==> config.mk <==
export PLATFORM = sky130hd
export DESIGN_NAME = fetch_sequencer_flat
export DESIGN_NICKNAME = d
export VERILOG_FILES = /design/src/rtl/fetch_sequencer_if.sv /design/src/rtl/fetch_sequencer.sv /design/src/flat_wrapper.sv
export SDC_FILE = /design/constraint.sdc
export NUM_CORES = 1
export LEC_CHECK = 0
export ABC_CLOCK_PERIOD_IN_PS = 6350
export CAP_MARGIN = 20
export CORE_MARGIN = 3
export CORE_UTILIZATION = 57
export DETAILED_ROUTE_END_ITERATION = 16
export PLACE_DENSITY = 0.86
export SYNTH_ARGS = -nofsm -noshare
export SYNTH_HDL_FRONTEND = slang
export SYNTH_SLANG_ARGS = --single-unit
==> constraint.sdc <==
create_clock -name clk -period 6.35 [get_ports clk]
set_input_delay 0.9525 -clock clk [delete_from_list [all_inputs] [get_ports clk]]
set_output_delay 0.9525 -clock clk [all_outputs]
set_load 0.02 [all_outputs]
==> src/rtl/fetch_sequencer_if.sv <==
// Fetch sequencer bundle: imem request/ack, decode valid/ready,
// execute redirect, next-PC controls and status flags.
interface fetch_sequencer_if;
  logic        imem_req;
  logic        imem_ack;
  logic        instr_valid;
  logic        dec_ready;
  logic        redirect_valid;
  logic        branch_taken;
  logic        jal;
  logic        jalr;
  logic [1:0]  target_lsb;
  logic [1:0]  pc_src;
  logic        pc_en;
  logic        flush;
  logic [31:0] fetch_count;
  logic        timeout;
  logic        trap;

  modport master (
    output imem_req,
    output instr_valid,
    output pc_src,
    output pc_en,
    output flush,
    output fetch_count,
    output timeout,
    output trap,
    input  imem_ack,
    input  dec_ready,
    input  redirect_valid,
    input  branch_taken,
    input  jal,
    input  jalr,
    input  target_lsb
  );

  modport slave (
    input  imem_req,
    input  instr_valid,
    input  pc_src,
    input  pc_en,
    input  flush,
    input  fetch_count,
    input  timeout,
    input  trap,
    output imem_ack,
    output dec_ready,
    output redirect_valid,
    output branch_taken,
    output jal,
    output jalr,
    output target_lsb
  );
endinterface

==> src/rtl/fetch_sequencer.sv <==
// fetch_sequencer: RV32 PC-datapath controller. Sequences imem
// req/ack and decode valid/ready, drives next-PC select/load enable,
// applies execute redirects and runs an imem stall watchdog.
// Ports: clk; reset (async, active-high); fs (fetch_sequencer_if.master):
//   imem_req/imem_ack, instr_valid/dec_ready, redirect_valid +
//   branch_taken/jal/jalr + target_lsb, pc_src, pc_en, flush,
//   fetch_count, timeout, trap.
// MAX_STALL: un-acked FETCH cycles before timeout (1..65535).
// Optional macro FETCH_MISALIGN_TRAP_EN: misaligned redirect halts.
module fetch_sequencer #(
  parameter int unsigned MAX_STALL = 255
) (
  input logic              clk,
  input logic              reset,
  fetch_sequencer_if.master fs
);

  localparam logic [15:0] MaxStall = 16'(MAX_STALL);

  localparam logic [1:0] SrcPlus4  = 2'b00;
  localparam logic [1:0] SrcTarget = 2'b01;
  localparam logic [1:0] SrcAlu    = 2'b10;

  typedef enum logic [1:0] {
    S_IDLE,
    S_FETCH,
    S_HOLD,
    S_HALT
  } state_e;

  state_e      state_q, state_d;
  logic [15:0] stall_q, stall_d;
  logic [15:0] stall_inc;
  logic [31:0] cnt_q, cnt_d;
  logic        timeout_q, timeout_d;

  logic        live;
  logic        redir_req;
  logic [1:0]  redir_src;
  logic        pc_en_c;
  logic [1:0]  pc_src_c;
  logic        flush_c;

`ifdef FETCH_MISALIGN_TRAP_EN
  logic        trap_q, trap_d;
  logic        misalign;
  assign misalign = (fs.target_lsb != 2'b00);
`else
  logic        unused_lsb;
  assign unused_lsb = ^fs.target_lsb;
`endif

  // Redirects only matter while a fetch or instruction is in flight.
  assign live = (state_q == S_FETCH) ||
                (state_q == S_HOLD);

  // A redirect with no qualifier is a not-taken branch.
  assign redir_req = fs.redirect_valid &
                     (fs.branch_taken | fs.jal | fs.jalr);

  // jalr wins over jal/branch; those two share PCTarget.
  always_comb begin
    redir_src = SrcTarget;
    if (fs.jalr) begin
      redir_src = SrcAlu;
    end
  end

  assign stall_inc = stall_q + 16'd1;

  always_comb begin
    state_d   = state_q;
    stall_d   = stall_q;
    cnt_d     = cnt_q;
    timeout_d = timeout_q;
`ifdef FETCH_MISALIGN_TRAP_EN
    trap_d    = trap_q;
`endif
    pc_en_c   = 1'b0;
    pc_src_c  = SrcPlus4;
    flush_c   = 1'b0;

    if (live && redir_req) begin
      // Same-cycle ack / dec_ready are dropped by the flush.
      flush_c = 1'b1;
      stall_d = '0;
`ifdef FETCH_MISALIGN_TRAP_EN
      if (misalign) begin
        trap_d  = 1'b1;
        state_d = S_HALT;
      end else begin
        pc_en_c  = 1'b1;
        pc_src_c = redir_src;
        state_d  = S_FETCH;
      end
`else
      pc_en_c  = 1'b1;
      pc_src_c = redir_src;
      state_d  = S_FETCH;
`endif
    end else begin
      unique case (state_q)
        S_IDLE: begin
          stall_d = '0;
          state_d = S_FETCH;
        end
        S_FETCH: begin
          if (fs.imem_ack) begin
            stall_d = '0;
            state_d = S_HOLD;
          end else if (stall_inc == MaxStall) begin
            stall_d   = '0;
            timeout_d = 1'b1;
            state_d   = S_HALT;
          end else begin
            stall_d = stall_inc;
          end
        end
        S_HOLD: begin
          if (fs.dec_ready) begin
            pc_en_c = 1'b1;
            cnt_d   = cnt_q + 32'd1;
            state_d = S_FETCH;
          end
        end
        S_HALT: begin
          state_d = S_HALT;
        end
      endcase
    end
  end

  always_ff @(posedge clk or posedge reset) begin
    if (reset) begin
      state_q   <= S_IDLE;
      stall_q   <= '0;
      cnt_q     <= '0;
      timeout_q <= 1'b0;
    end else begin
      state_q   <= state_d;
      stall_q   <= stall_d;
      cnt_q     <= cnt_d;
      timeout_q <= timeout_d;
    end
  end

`ifdef FETCH_MISALIGN_TRAP_EN
  always_ff @(posedge clk or posedge reset) begin
    if (reset) begin
      trap_q <= 1'b0;
    end else begin
      trap_q <= trap_d;
    end
  end
  assign fs.trap = trap_q;
`else
  assign fs.trap = 1'b0;
`endif

  assign fs.imem_req    = (state_q == S_FETCH);
  assign fs.instr_valid = (state_q == S_HOLD);
  assign fs.pc_en       = pc_en_c;
  assign fs.pc_src      = pc_src_c;
  assign fs.flush       = flush_c;
  assign fs.fetch_count = cnt_q;
  assign fs.timeout     = timeout_q;

endmodule

==> src/flat_wrapper.sv <==
// flat-port wrapper written by rule: the top's interface ports become plain ports
module fetch_sequencer_flat 
#(
  parameter int unsigned MAX_STALL = 255
)
  (clk, reset, fs_imem_req, fs_instr_valid, fs_pc_src, fs_pc_en, fs_flush, fs_fetch_count, fs_timeout, fs_trap, fs_imem_ack, fs_dec_ready, fs_redirect_valid, fs_branch_taken, fs_jal, fs_jalr, fs_target_lsb);
  fetch_sequencer_if fs_i ();
  input logic clk;
  input logic reset;
  output wire logic [$bits(fs_i.imem_req)-1:0] fs_imem_req;
  output wire logic [$bits(fs_i.instr_valid)-1:0] fs_instr_valid;
  output wire logic [$bits(fs_i.pc_src)-1:0] fs_pc_src;
  output wire logic [$bits(fs_i.pc_en)-1:0] fs_pc_en;
  output wire logic [$bits(fs_i.flush)-1:0] fs_flush;
  output wire logic [$bits(fs_i.fetch_count)-1:0] fs_fetch_count;
  output wire logic [$bits(fs_i.timeout)-1:0] fs_timeout;
  output wire logic [$bits(fs_i.trap)-1:0] fs_trap;
  input wire logic [$bits(fs_i.imem_ack)-1:0] fs_imem_ack;
  input wire logic [$bits(fs_i.dec_ready)-1:0] fs_dec_ready;
  input wire logic [$bits(fs_i.redirect_valid)-1:0] fs_redirect_valid;
  input wire logic [$bits(fs_i.branch_taken)-1:0] fs_branch_taken;
  input wire logic [$bits(fs_i.jal)-1:0] fs_jal;
  input wire logic [$bits(fs_i.jalr)-1:0] fs_jalr;
  input wire logic [$bits(fs_i.target_lsb)-1:0] fs_target_lsb;
  assign fs_imem_req = fs_i.imem_req;
  assign fs_instr_valid = fs_i.instr_valid;
  assign fs_pc_src = fs_i.pc_src;
  assign fs_pc_en = fs_i.pc_en;
  assign fs_flush = fs_i.flush;
  assign fs_fetch_count = fs_i.fetch_count;
  assign fs_timeout = fs_i.timeout;
  assign fs_trap = fs_i.trap;
  assign fs_i.imem_ack = fs_imem_ack;
  assign fs_i.dec_ready = fs_dec_ready;
  assign fs_i.redirect_valid = fs_redirect_valid;
  assign fs_i.branch_taken = fs_branch_taken;
  assign fs_i.jal = fs_jal;
  assign fs_i.jalr = fs_jalr;
  assign fs_i.target_lsb = fs_target_lsb;
  fetch_sequencer #(.MAX_STALL(MAX_STALL)) u_core (.clk(clk), .reset(reset), .fs(fs_i));
endmodule
# Word level (Yosys, flattened, before mapping)
# Index checks and enable logic that the tools add are counted.
# totals
ff_bits,51
in_bits,10
out_inout_bits,40
# classes
bitwise_logic,5
eq_ne,6
reduce_logical,7
addsub,2
n_mux,15
# ops
op,n
16-bit two-way mux,3
32-bit by 1-bit adder with 32-bit output (second input constant),1
16-bit one-hot mux with 2 select lines,1
16-bit by 1-bit adder with 16-bit output (second input constant),1
16-bit by 8-bit equality test with 1-bit output (second input constant),1
2-bit two-way mux,6
2-bit one-hot mux with 4 select lines,1
2-bit equality test (second input constant),2
1-bit two-way mux,4
4-bit by 1-bit inequality test with 1-bit output (second input constant),1
4-bit AND reduction,1
3-bit by 1-bit inequality test with 1-bit output (second input constant),1
3-bit AND reduction,1
3-bit nonzero test,1
2-bit by 1-bit equality test with 1-bit output (second input constant),1
2-bit zero test,1
1-bit NOT,2
1-bit bitwise OR,2
2-bit AND reduction,1
1-bit bitwise AND,1
1-bit logical AND,1
1-bit logical OR,1

# Logic depth before layout (Yosys ltp)
# Gate-level depths: netlist of the first run.
# depth
depth_word,6
mapped_depth,11
depth_no_buf,10

# Worst setup path after synthesis of the first run
# Ideal clock, no wire load.
# synth_timing
kind,input to register
from,in fs_jal
to,"reg u_core.cnt_q[31], in the netlist u_core.fs.fetch_count[31]"
required_ns,6.221
arrival_ns,2.617
path_buffers,0
setup_ns,0.129
path_stages,7
slack_ns,3.605
cell_sequence,o311ai_4 > inv_1 > nor2_4 > and3_1 > nand3_1 > or4_4 > xnor2_2
# synth_between
elab_chain_len,6
# synth_lines
item,line_no,rtl
"start, declared",flat_wrapper.sv:22,input wire logic [$bits(fs_i.jal)-1:0] fs_jal;
1-bit bitwise OR (2 in a row),fetch_sequencer.sv:59,(fs.branch_taken | fs.jal | fs.jalr);
1-bit bitwise AND,fetch_sequencer.sv:58,assign redir_req = fs.redirect_valid &
1-bit logical AND,fetch_sequencer.sv:83,if (live && redir_req) begin
1-bit NOT (no line),n/a,
3-bit AND reduction (no line),n/a,
"end signal, assigned",fetch_sequencer.sv:142,cnt_q <= cnt_d;
"end, declared",fetch_sequencer.sv:34,"logic [31:0] cnt_q, cnt_d;"
# Every way passes these cells.
# A chain may end at the register's enable or synchronous reset.

# Worst setup path after layout of the first run
# layout_timing
from,in fs_jal
to,out fs_flush
# layout_between
elab_chain_len,5
# layout_lines
item,line_no,rtl
1-bit bitwise OR (2 in a row),fetch_sequencer.sv:59,
1-bit bitwise AND,fetch_sequencer.sv:58,
1-bit logical AND,fetch_sequencer.sv:83,
1-bit two-way mux,fetch_sequencer.sv:83,
"end, declared",flat_wrapper.sv:14,output wire logic [$bits(fs_i.flush)-1:0] fs_flush;
# Every way passes these cells.

==> flow_summary.yaml, run 1 <==
clock_network:
  cts_max_level: 2
  post_cts_buffers: 0
  cts_root_buffer: "clkbuf_8"
  cts_buffer_depth: 2
  hold_buffers: 0
  ctsResizeCount: 0
  cts.sinks: 51
  numCtsBuffers: 5
  clk_pin_slew_ns: 0.09
  clock_latency_ns: 0.31
  cts_tree: "built"
synthesis:
  synth.distinct_cells: 52
  synth-edff-count: 0
  synth-seq-cells: 51
  synth.net_count: 307
  synth-seq-area-share: 0.453
  syn_inst: 290
  yosysTopAreaCellShare: 0.453
  async_flop_share: 1.00
  netlist_area_um2: 2820
  synth_ff_type: "dfrtp_1"
  avgSynthCellArea_um2: 9.71
  synth_top_area_cell: "dfrtp_1"
  yosys-top-cells-area: "dfrtp_1 (45%), xnor2_1 (9.6%), nand2_1 (4.7%), nand3_1 (3.9%), ha_1 (3.1%)"
  synth_warnings: 0
global_route:
  grt-ovfl-total: 0
  busiest_layer: "met2"
  antenna_found_initial: 0
  grt_pass1_vias: 2286
  track_usage: 0.210
  met2_usage: 0.371
  grt_max_degree: 52
  grt_pass1_wl_mm: 10.1
  use_met1: 0.251
  globalRouteMet3Util: 0.0473
floorplan:
  ios: 50
  die_w_um: 76.3
  die_height_um: 76.3
  dieArea_um2: 5820
  core_area_um2: 4560
  initial_core_util: 0.617
  rows: 24
timing:
  slew_headroom: 0.632
  skew_ns: 0.00605
  worstMarginPinSlew_ns: 0.548
  whs_ns: 0.485
  rsz0062_at_grt: "no"
  clock.fmax_mhz: 286
  finalHoldViolCount: 0
  finalSetupViolCount: 0
  min_period_ns: 3.49
  finalCritPeriodShare: 0.550
  fin_setup_tns_ns: 0
  slew_viol_final: 0
cells_and_area:
  nets: 351
  insertedDiodeCount: 0
  drive_above_1_share: 0.0866
  area_delta_synth_final_pct: 22.3
  final_common_cell: "dfrtp_1"
  final_cell_mix: "dfrtp_1 (51), clkdlybuf4s50_1 (46), nand2_1 (35), xnor2_1 (31), nand3_1 (22)"
  fin_cells: 400
worst_setup_path:
  path_delay_family: "buffers and inverters"
  slowest_stage: "clkdlybuf4s50_1"
  cp_max_fo: 5
  arrival_ns: 2.54
  required_ns: 5.40
  path_cells: "clkdlybuf4s50_1 -> o311ai_4 -> inv_1 -> clkdlybuf4s50_1"
  worstPathBufferInverterCount: 3
  cp_slowest_stage_delay_ns: 0.58
  critPathCaptureType: "output pin"
  start_kind: "input pin"
  crit_path_frequent_cell: "clkdlybuf4s50_1"
  critPathKind: "in -> out"
drt:
  routed_wl_mm: 5.78
  num_vias: 2263
  routedWlPerCell_um: 14.4
  drc: 0
  dr.pass1.iters: 4
  ant_nets: 0
  vias_per_cell: 5.66
  drt_iter0_markers: 124
outcome:
  status: "complete, no violations"
flow_run:
  max_cap_violations: 0
placed_design:
  dpl.cell_count: 391
  port-buffer-count: 46
  dpl.hpwl_mm: 4.09
  gp_congestion: 0.841
pwr:
  switching_share: 0.210
  combPwrFrac: 0.024
  seq_power_share: 0.573
  p_leak_nw: 1.45
  p_sw_uw: 119
  p_int_uw: 447
  vdd_ir_drop_max_mv: 0.117
  p_total_uw: 566
  pwr-share-clk: 0.403
  cellPowerDensity_nw_per_um2: 164
min_path:
  hold_path.class: "reg -> reg"
-- flip-flops by register name, indices dropped and copies added (netlist names) --
signal and flops:
u_core.fs.fetch_count 32, u_core.fs.timeout 1, u_core.stall_q 16, u_core.state_q 2
-- path summary, 6_finish.rpt --
path	depth (start not counted)	startpoint	slack (ns)	endpoint
max in group asynchronous	3	reset	4.97	u_core.stall_q[13]
worst max-delay path	4	fs_jal	2.86	fs_flush
worst min-delay path	1	u_core.fs.timeout	0.48	u_core.fs.timeout
worst min register to register	1	u_core.fs.timeout	0.48	u_core.fs.timeout
min in group asynchronous	2	reset	0.89	u_core.state_q[1]
worst max register to register	8	u_core.stall_q[0]	3.78	u_core.stall_q[6]
-- metrics by stage --
step	utilization	setup slack (ns)	instance area, um^2
after floorplan	-	3.60	2820
after global placement	0.726	2.83	3310
after detailed placement	0.726	2.85	3310
after CTS	0.751	2.84	3430
after global routing	0.755	2.79	3450
final	0.755	2.86	3450
-- Yosys cell counts (all sizes together) (2+ instances only) --
| library cell | count |
|---|---|
| nor2 | 24 |
| xnor2 | 32 |
| dfrtp | 51 |
| clkbuf | 5 |
| nor3 | 16 |
| nand3b | 2 |
| nand3 | 22 |
| and4 | 3 |
| nand4 | 13 |
| nand2 | 36 |
| o311ai | 2 |
| and2 | 5 |
| ha | 7 |
| and3 | 5 |
| or4 | 4 |
| or3 | 3 |
| a21oi | 2 |
| nor4 | 2 |
| o21ai | 11 |
| inv | 10 |
| a211o | 3 |
| a21o | 3 |
| buf | 6 |
| xor2 | 4 |
| nand2b | 6 |
-- layer usage --
metal | part of all wire | wire length (um) | vias up
met2 | 0.50 | 2900 | 68
met3 | 0.047 | 272 | 6
met1 | 0.44 | 2550 | 1087
met4 | 0.011 | 61 | 0
li1 | - | - | 1102
met5 | 0 | 0 | -
-- power groups by stage --
stage          registers [mW]  logic, mW  clock network (mW)
2_1_floorplan           0.331    0.00594                   0
4_1_cts                 0.324     0.0127               0.231
3_5_place_dp            0.331     0.0127                   0
3_3_place_gp            0.331     0.0125                   0
6_report                0.324     0.0138               0.228
5_1_grt                 0.325     0.0154               0.244
-- cell type report --
class                   count  area (um^2)
clock inverters             3         43.8
flip-flops and latches     51         1280
fillers                   346         1120
repair buffers             48          488
multi-input cells         218         1450
clock buffers               5         68.8
inverters                  10         37.5
well taps                  65         81.3
-- cell families (layout without fill, tap and decap cells) --
logic type / Yosys count / after routing / synth area share
mux: 1 / 1 / 0.00400
xor+xnor: 36 / 36 / 0.115
simple gates: 143 / 143 / 0.277
buf+inv: 21 / 66 / 0.0320
other cells: 1 / 1 / 0.00133
fa+ha+maj: 7 / 7 / 0.0311
flops: 51 / 51 / 0.453
compound gates: 30 / 30 / 0.0871
Power figures use the tool's default switching activity.
==> run 2, diff against run 1 <==
ABC_CLOCK_PERIOD_IN_PS = 3250   (was 6350)
CORE_UTILIZATION = 53   (was 57)
PLACE_DENSITY = 0.81   (was 0.86)
clock period = 3.25 ns   (was 6.35 ns; I/O delays follow)
==> flow_summary.yaml, run 2 (same netlist as run 1, synthesis figures left out) <==
drt:
  vias_per_cell: 5.52
  drc: 0
  routed_wl_mm: 5.68
  routedWlPerCell_um: 14.1
  ant_nets: 0
  dr.pass1.iters: 4
  num_vias: 2226
  drt_iter0_markers: 104
cells_and_area:
  area_delta_synth_final_pct: 21.3
  register_area_um2: 1280
  nets: 352
  insertedDiodeCount: 0
  final_cell_mix: "dfrtp_1 (51), clkdlybuf4s50_1 (46), nand2_1 (35), xnor2_1 (31), nand3_1 (22)"
  largest_register_ff_count: 32
  fin_cells: 403
  fillers: 383
  drive_above_1_share: 0.0863
  post-route-util: 0.696
  multiInputGateArea_um2: 1450
  stdcell_area_um2: 3420
  final_common_cell: "dfrtp_1"
floorplan:
  core_area_um2: 4910
  initial_core_util: 0.574
  dieArea_um2: 6220
  die_w_um: 78.9
  die_height_um: 78.9
  ios: 50
  rows: 25
worst_setup_path:
  path_depth: 5
  path_delay_family: "buffers and inverters"
  required_ns: 2.76
  worstPathBufferInverterCount: 3
  cp_max_fo: 5
  start_kind: "register"
  crit_path_frequent_cell: "inv_1"
  path_cells: "inv_1 -> ha_1 -> o311ai_4 -> inv_1 -> clkdlybuf4s50_1"
  arrival_ns: 2.15
  reg2reg_slack_ns: 0.66
  rr_worst_depth: 8
  worstReg2RegEnd: "u_core.stall_q[7]"
  critPathCaptureType: "output pin"
  slowest_stage: "clkdlybuf4s50_1"
  critPathKind: "reg -> out"
  r2r-start: "u_core.stall_q[0]"
  cp_slowest_stage_delay_ns: 0.64
global_route:
  grt-ovfl-total: 0
  track_usage: 0.192
  grt_pass1_wl_mm: 9.72
  grt_max_degree: 44
  grt_pass1_vias: 2163
  antenna_found_initial: 0
clock_network:
  clock_latency_ns: 0.31
  cts_root_buffer: "clkbuf_8"
  numCtsBuffers: 5
  cts_buffer_depth: 2
  cts.sinks: 51
  cts_tree: "built"
  hold_buffers: 0
  ctsResizeCount: 0
  cts_max_level: 2
  post_cts_buffers: 0
  clk_pin_slew_ns: 0.09
placed_design:
  dpl.cell_count: 395
  dpl.hpwl_mm: 4.06
  port-buffer-count: 46
  placed_area_um2: 3330
  gp_congestion: 0.829
  place_ws_ns: 0.344
timing:
  whs_ns: 0.391
  fin_setup_tns_ns: 0
  min_period_ns: 2.64
  rsz0062_at_grt: "no"
  finalSetupViolCount: 0
  slew_headroom: 0.621
  finalHoldViolCount: 0
  skew_ns: 0.00774
  finalCritPeriodShare: 0.811
  clock.fmax_mhz: 379
  fin_ws_ns: 0.613
  worstMarginPinSlew_ns: 0.554
  slew_viol_final: 0
min_path:
  hold_path.class: "in -> async"
outcome:
  status: "complete, no violations"
pwr:
  p_total_mw: 1.02
  vdd_ir_drop_max_mv: 0.169
  p_leak_nw: 1.44
  cellPowerDensity_nw_per_um2: 298
flow_run:
  max_cap_violations: 0
## run 2: cell count changes in the layout (fill, tap and decap cells not counted)
cell        delta
clkinvlp_4     +1
buf_12         -1
bufinv_16      -1
clkbuf_1       +1
buf_4          +2
clkinv_4       -1
## run 2: metal layers
metal	vias up	part of all wire	global-route usage	wire length [um]
met5	-	0	0	0
met1	1065	0.44	0.242	2470
met4	0	0.012	0.0704	70
met2	56	0.51	0.333	2880
li1	1100	-	-	-
met3	5	0.044	0.0295	252
## run 2: how the worst max path moves through the flow
stage	start	end	slack [ns]
after floorplan	u_core.state_q[0]	u_core.fs.fetch_count[31]	0.90
after global placement	fs_jal	u_core.fs.fetch_count[31]	0.40
after detailed placement	fs_jal	u_core.fs.fetch_count[31]	0.34
after CTS	u_core.state_q[0]	fs_flush	0.60
after global routing	fs_jal	u_core.fs.fetch_count[17]	0.50
final	u_core.state_q[0]	fs_flush	0.61
## run 2: final cells by class
class                           count  share of cell area
Clock buffer                        6              0.0212
Clock inverter                      2             0.00366
Inverter                           10              0.0110
Multi-Input combinational cell    218               0.425
Sequential cell                    51               0.374
Tap cell                           67              0.0245
Timing Repair Buffer               49               0.141
## run 2: worst register-to-register path: cells and delay by family, from the launching register on
family | cells | cell delay [ns]
simple gates | 4 | 1.00
fa+ha+maj | 1 | 0.26
compound gates | 3 | 0.75
flops | 1 | 0.48
## run 2: where the power goes
| part | internal (mW) | total, mW | switching (mW) |
|---|---|---|---|
| Clock | 0.151 | 0.359 | 0.208 |
| Combinational | 0.00869 | 0.0247 | 0.0160 |
| Sequential | 0.634 | 0.634 | 0 |
==> run 3, diff against run 2 <==
ABC_CLOCK_PERIOD_IN_PS = 2500   (was 3250)
clock period = 2.5 ns   (was 3.25 ns; I/O delays follow)
==> flow_summary.yaml, run 3 (same netlist as run 1, synthesis figures left out) <==
clock_network:
  clk_pin_slew_ns: 0.09
  cts_tree: "built"
  hold_buffers: 0
  clock_latency_ns: 0.30
  cts_max_level: 2
  cts_buffer_depth: 2
  cts.sinks: 51
  numCtsBuffers: 5
  cts_root_buffer: "clkbuf_8"
global_route:
  grt_pass1_vias: 2254
  grt_pass1_wl_mm: 10.4
  antenna_found_initial: 0
  grt-ovfl-total: 0
  track_usage: 0.213
  grt_max_degree: 52
timing:
  worstMarginPinSlew_ns: 0.647
  fin_ws_ns: 0.137
  fin_setup_tns_ns: 0
  finalHoldViolCount: 0
  slew_viol_final: 0
  min_period_ns: 2.36
  finalCritPeriodShare: 0.945
  whs_ns: 0.498
  slew_headroom: 0.568
  rsz0062_at_grt: "no"
  skew_ns: 0.00457
  clock.fmax_mhz: 423
  finalSetupViolCount: 0
worst_setup_path:
  worstReg2RegEnd: "u_core.stall_q[3]"
  critPathKind: "reg -> reg"
  start_kind: "register"
  crit_start: "u_core.stall_q[0]"
  cp_max_fo: 4
  required_ns: 2.70
  critPathCaptureType: "register"
  reg2reg_slack_ns: 0.14
  rr_worst_depth: 7
  arrival_ns: 2.56
  r2r-start: "u_core.stall_q[0]"
drt:
  dr.pass1.iters: 5
  drc: 0
  routed_wl_mm: 5.98
  vias_per_cell: 5.59
  drt_iter0_markers: 117
  num_vias: 2316
  routedWlPerCell_um: 14.4
  ant_nets: 0
cells_and_area:
  nets: 364
  final_common_cell: "dfrtp_1"
  largest_register_ff_count: 32
  drive_above_1_share: 0.118
  insertedDiodeCount: 0
  stdcell_area_um2: 3530
  final_cell_mix: "dfrtp_1 (51), clkdlybuf4s50_1 (43), nand2_1 (35), xnor2_1 (31), nand3_1 (22)"
  area_delta_synth_final_pct: 25.2
floorplan:
  initial_core_util: 0.574
  rows: 25
  ios: 50
  dieArea_um2: 6220
  die_w_um: 78.9
  die_height_um: 78.9
  core_area_um2: 4910
min_path:
  holdPathEnd: "u_core.fs.fetch_count[9]"
  min_from: "u_core.fs.fetch_count[9]"
  min_path_cells: 1
  hold_path.class: "reg -> reg"
outcome:
  status: "complete, no violations"
placed_design:
  place_ws_ns: 0.0408
  port-buffer-count: 46
  gp_congestion: 0.850
  placed_area_um2: 3420
  dpl.hpwl_mm: 4.50
pwr:
  p_total_mw: 1.42
  p_leak_nw: 1.53
  vdd_ir_drop_max_mv: 0.260
  cellPowerDensity_nw_per_um2: 403
flow_run:
  max_cap_violations: 0
## run 3: cell count changes in the layout (fill, tap and decap cells not counted), sizes merged
cell	delta
clkinv	-1
buf	+12
clkbuf	-1
dlygate4sd2	+2
dlymetal6s2s	+1
clkdlybuf4s50	-3
bufinv	+1
## run 3: worst max-delay path by stage
stage | endpoint
finish | u_core.stall_q[3]
global route | u_core.fs.fetch_count[18]
CTS | fs_pc_en
detailed placement | u_core.fs.fetch_count[27]
global placement | u_core.fs.fetch_count[27]
floorplan | u_core.fs.fetch_count[31]
## run 3: power breakdown
group	switching [mW]	internal, mW
sequential	0	0.824
clock	0.271	0.293
combinational	0.0209	0.0113
## run 3: stage by stage
stage	std cells	util
detailed placement	407	0.697
floorplan	290	-
global placement	407	0.697
CTS	414	0.718
global route	414	0.718
finish	414	0.718
## run 3: timing repair
item,in CTS,in global routing
setup buffers,0,0
hold endpoints to repair,0,0
resized for setup,2,1
setup endpoints to repair,2,1
pin swaps,0,0
## run 3: cell type report
| type | count | area, um^2 |
|---|---|---|
| Timing Repair Buffer | 61 | 573 |
| Tap cell | 67 | 83.8 |
| Sequential cell | 51 | 1280 |
| Clock inverter | 2 | 37.5 |
| Multi-Input combinational cell | 218 | 1450 |
| Clock buffer | 5 | 68.8 |
| Inverter | 10 | 37.5 |
| Fill cell | 387 | 1380 |
## run 3: critical path: stages, from the launching register on
cell,delay [ns]
dfrtp_1,0.39
ha_1,0.24
and3_1,0.24
a2111oi_0,0.47
o32ai_2,0.21
nor3_4,0.32
nor2_1,0.09
a221o_1,0.29
## run 3: routing by layer
metal,global-route usage,vias to the layer above,part of all wire
met3,0.0465,9,0.048
met2,0.379,61,0.52
li1,-,1127,-
met4,0.0687,0,0.015
met1,0.257,1119,0.42
met5,0,-,0
==> RTL change (settings of run 3) <==
`MAX_STALL` is set to 255 in 2 places; all go to 127.
--- a/src/rtl/fetch_sequencer.sv
+++ b/src/rtl/fetch_sequencer.sv
@@ -10,3 +10,3 @@
 module fetch_sequencer #(
-  parameter int unsigned MAX_STALL = 255
+  parameter int unsigned MAX_STALL = 127
 ) (
--- a/src/flat_wrapper.sv
+++ b/src/flat_wrapper.sv
@@ -3,3 +3,3 @@
 #(
-  parameter int unsigned MAX_STALL = 255
+  parameter int unsigned MAX_STALL = 127
 )
Behaviour: no difference found for any inputs over 10 cycles, from zero or initial values and one cycle with reset high; that may be too few to reach the edited logic, so the function may still have changed.
==> RTL change against run 3 <==
Critical path depth shrank 2. Routed wire length fell by 1.4%. Maximum frequency grew 0.28%. Setup slack better by 0.0065 ns. Sequential cell count did not move. Die area grew 3.7%. Final area up 2.9%. Final cell count down 0.24%. Hold slack worse by 0.070 ns. Area after synthesis rose by 4.0%. Critical endpoint is now fs_pc_en. Highest routed layer unchanged.
Power is not compared: it rests on default switching activity, and its combinational part moved more than twofold at a synthesized area within 25%.
==> RTL change: results <==
group,metric,value,unit
power_and_ir_drop,vdd_drop_max,0.0005751,V
worst_setup_path,critPathMaxFanout,5,
route,drt_first_pass_iters,4,
route,wl_per_cell,14.27,µm
logic_synthesis,ys_seq_area_share,43.59,%
final_layout,multi_input_area_share,43.02,%
logic_synthesis,synth_common_cells,"51 x dfrtp_1, 35 x nand2_1, 25 x xnor2_1",
placement,hpwl,4430,µm
worst_setup_path,arrival,1.98,ns
status,status,"finished, final reports clean",
logic_synthesis,synth_mux_area_share,1.410,%
logic_synthesis,ys.flop_type,"dfrtp_1",
final_layout,buf_share,15.96,%
logic_synthesis,yosysWarnings,0,
final_layout,fin_nets,360,
timing,tightest_slew,0.5394,ns
worst_setup_path,r2r-start,"u_core.stall_q[1]",
timing,min_period,2.356,ns
final_layout,nNonClkInverters,5,
logic_synthesis,synth-compound-area-share,11.28,%
final_layout,drive_above_1_share,14.29,%
grt,first_global_vias,2175,
logic_synthesis,syn-num-nets,305,
worst_setup_path,cp-endpoint,"fs_pc_en",
final_layout,clock_tree_area_fraction,2.930,%
logic_synthesis,async_reset_ff_share,100.0,%
clock_network,cts_resized,1,
timing,fin_skew,0.009160,ns
grt,grt_pass1_wl,10340,µm
route,drt_iter0_drc,121,
final_layout,layout.comb_gates.multi_input,220,
logic_synthesis,synth_area_leaders,"dfrtp_1 44%, xnor2_1 7.5%, nand2_1 4.5%",
logic_synthesis,synth_xor_area_share,10.17,%
worst_setup_path,ff2ff_setup_slack,0.23,ns
grt,grt_max_degree,28,
worst_setup_path,r2r_end,"u_core.stall_q[4]",
final_layout,buffers,60,
placement,gp_congestion,0.8554,
route,via_count,2299,
logic_synthesis,synth_cell_types,57,
placement,pre_cts_ws,0.09250,ns
grt,grt_util_all_layers,20.24,%
clock_network,h-tree-depth,2,
worst_hold_path,hp-class,"in2async",
logic_synthesis,synth-adder-area-share,2.991,%
worst_setup_path,cp-startpoint,"u_core.state_q[0]",
RTL change: cell count changes after synthesis, moves of 5 or more:
cell	run 3	this run
xor2_1	4	9
nor3_1	15	3
or2_2	0	5
a21oi_1	2	7
and3_1	5	11
inv_1	10	5
nand4_1	12	7
xnor2_1	31	25
RTL change: cells by family after synthesis:
logic type / Yosys count
XOR/XNOR: 34
AND/OR/NAND/NOR: 133
buffers and inverters: 17
AO/OA/AOI/OAI: 41
other: 1
adder cells (fa/ha/maj): 7
flip-flops: 51
multiplexers: 4
RTL change: where the power goes:
part	total [W]	internal [W]	leakage [nW]	switching, W
Combinational	0.000733	0.000315	0.885	0.000417
Sequential	0.000949	0.000874	0.702	0.0000748
Clock	0.000558	0.000293	0.0502	0.000265
Total	0.00224	0.00148	1.64	0.000757
RTL change: stage by stage:
stage | power (W) | hold slack (ns) | area (µm²) | cells
5_1_grt | 0.002380 | 0.4753 | 3630 | 413
3_5_place_dp | 0.001705 | 0.4606 | 3522 | 406
3_3_place_gp | 0.001688 | 0.4503 | 3522 | 406
4_1_cts | 0.002265 | 0.4344 | 3627 | 413
2_1_floorplan | 0.001394 | 0.5001 | 2928 | 288
6_report | 0.002239 | 0.4284 | 3630 | 413
RTL change: critical path, cell delays in order, from the launching register on:
cell and delay (ns):
dfrtp_1 0.40, inv_1 0.09, ha_1 0.35, o311ai_4 0.15, nand2_1 0.09, clkdlybuf4s50_1 0.60
RTL change: metal layers:
metal  share of wire, %  vias to the layer above  wire, µm  global-route usage [%]
li1                   -                     1129         -                       -
met1                 47                     1108      2745                   27.28
met2                 48                       55      2824                   32.62
met3                4.3                        7       252                   4.596
met4                1.2                        0        70                   5.743
met5                  0                        -         0                       0
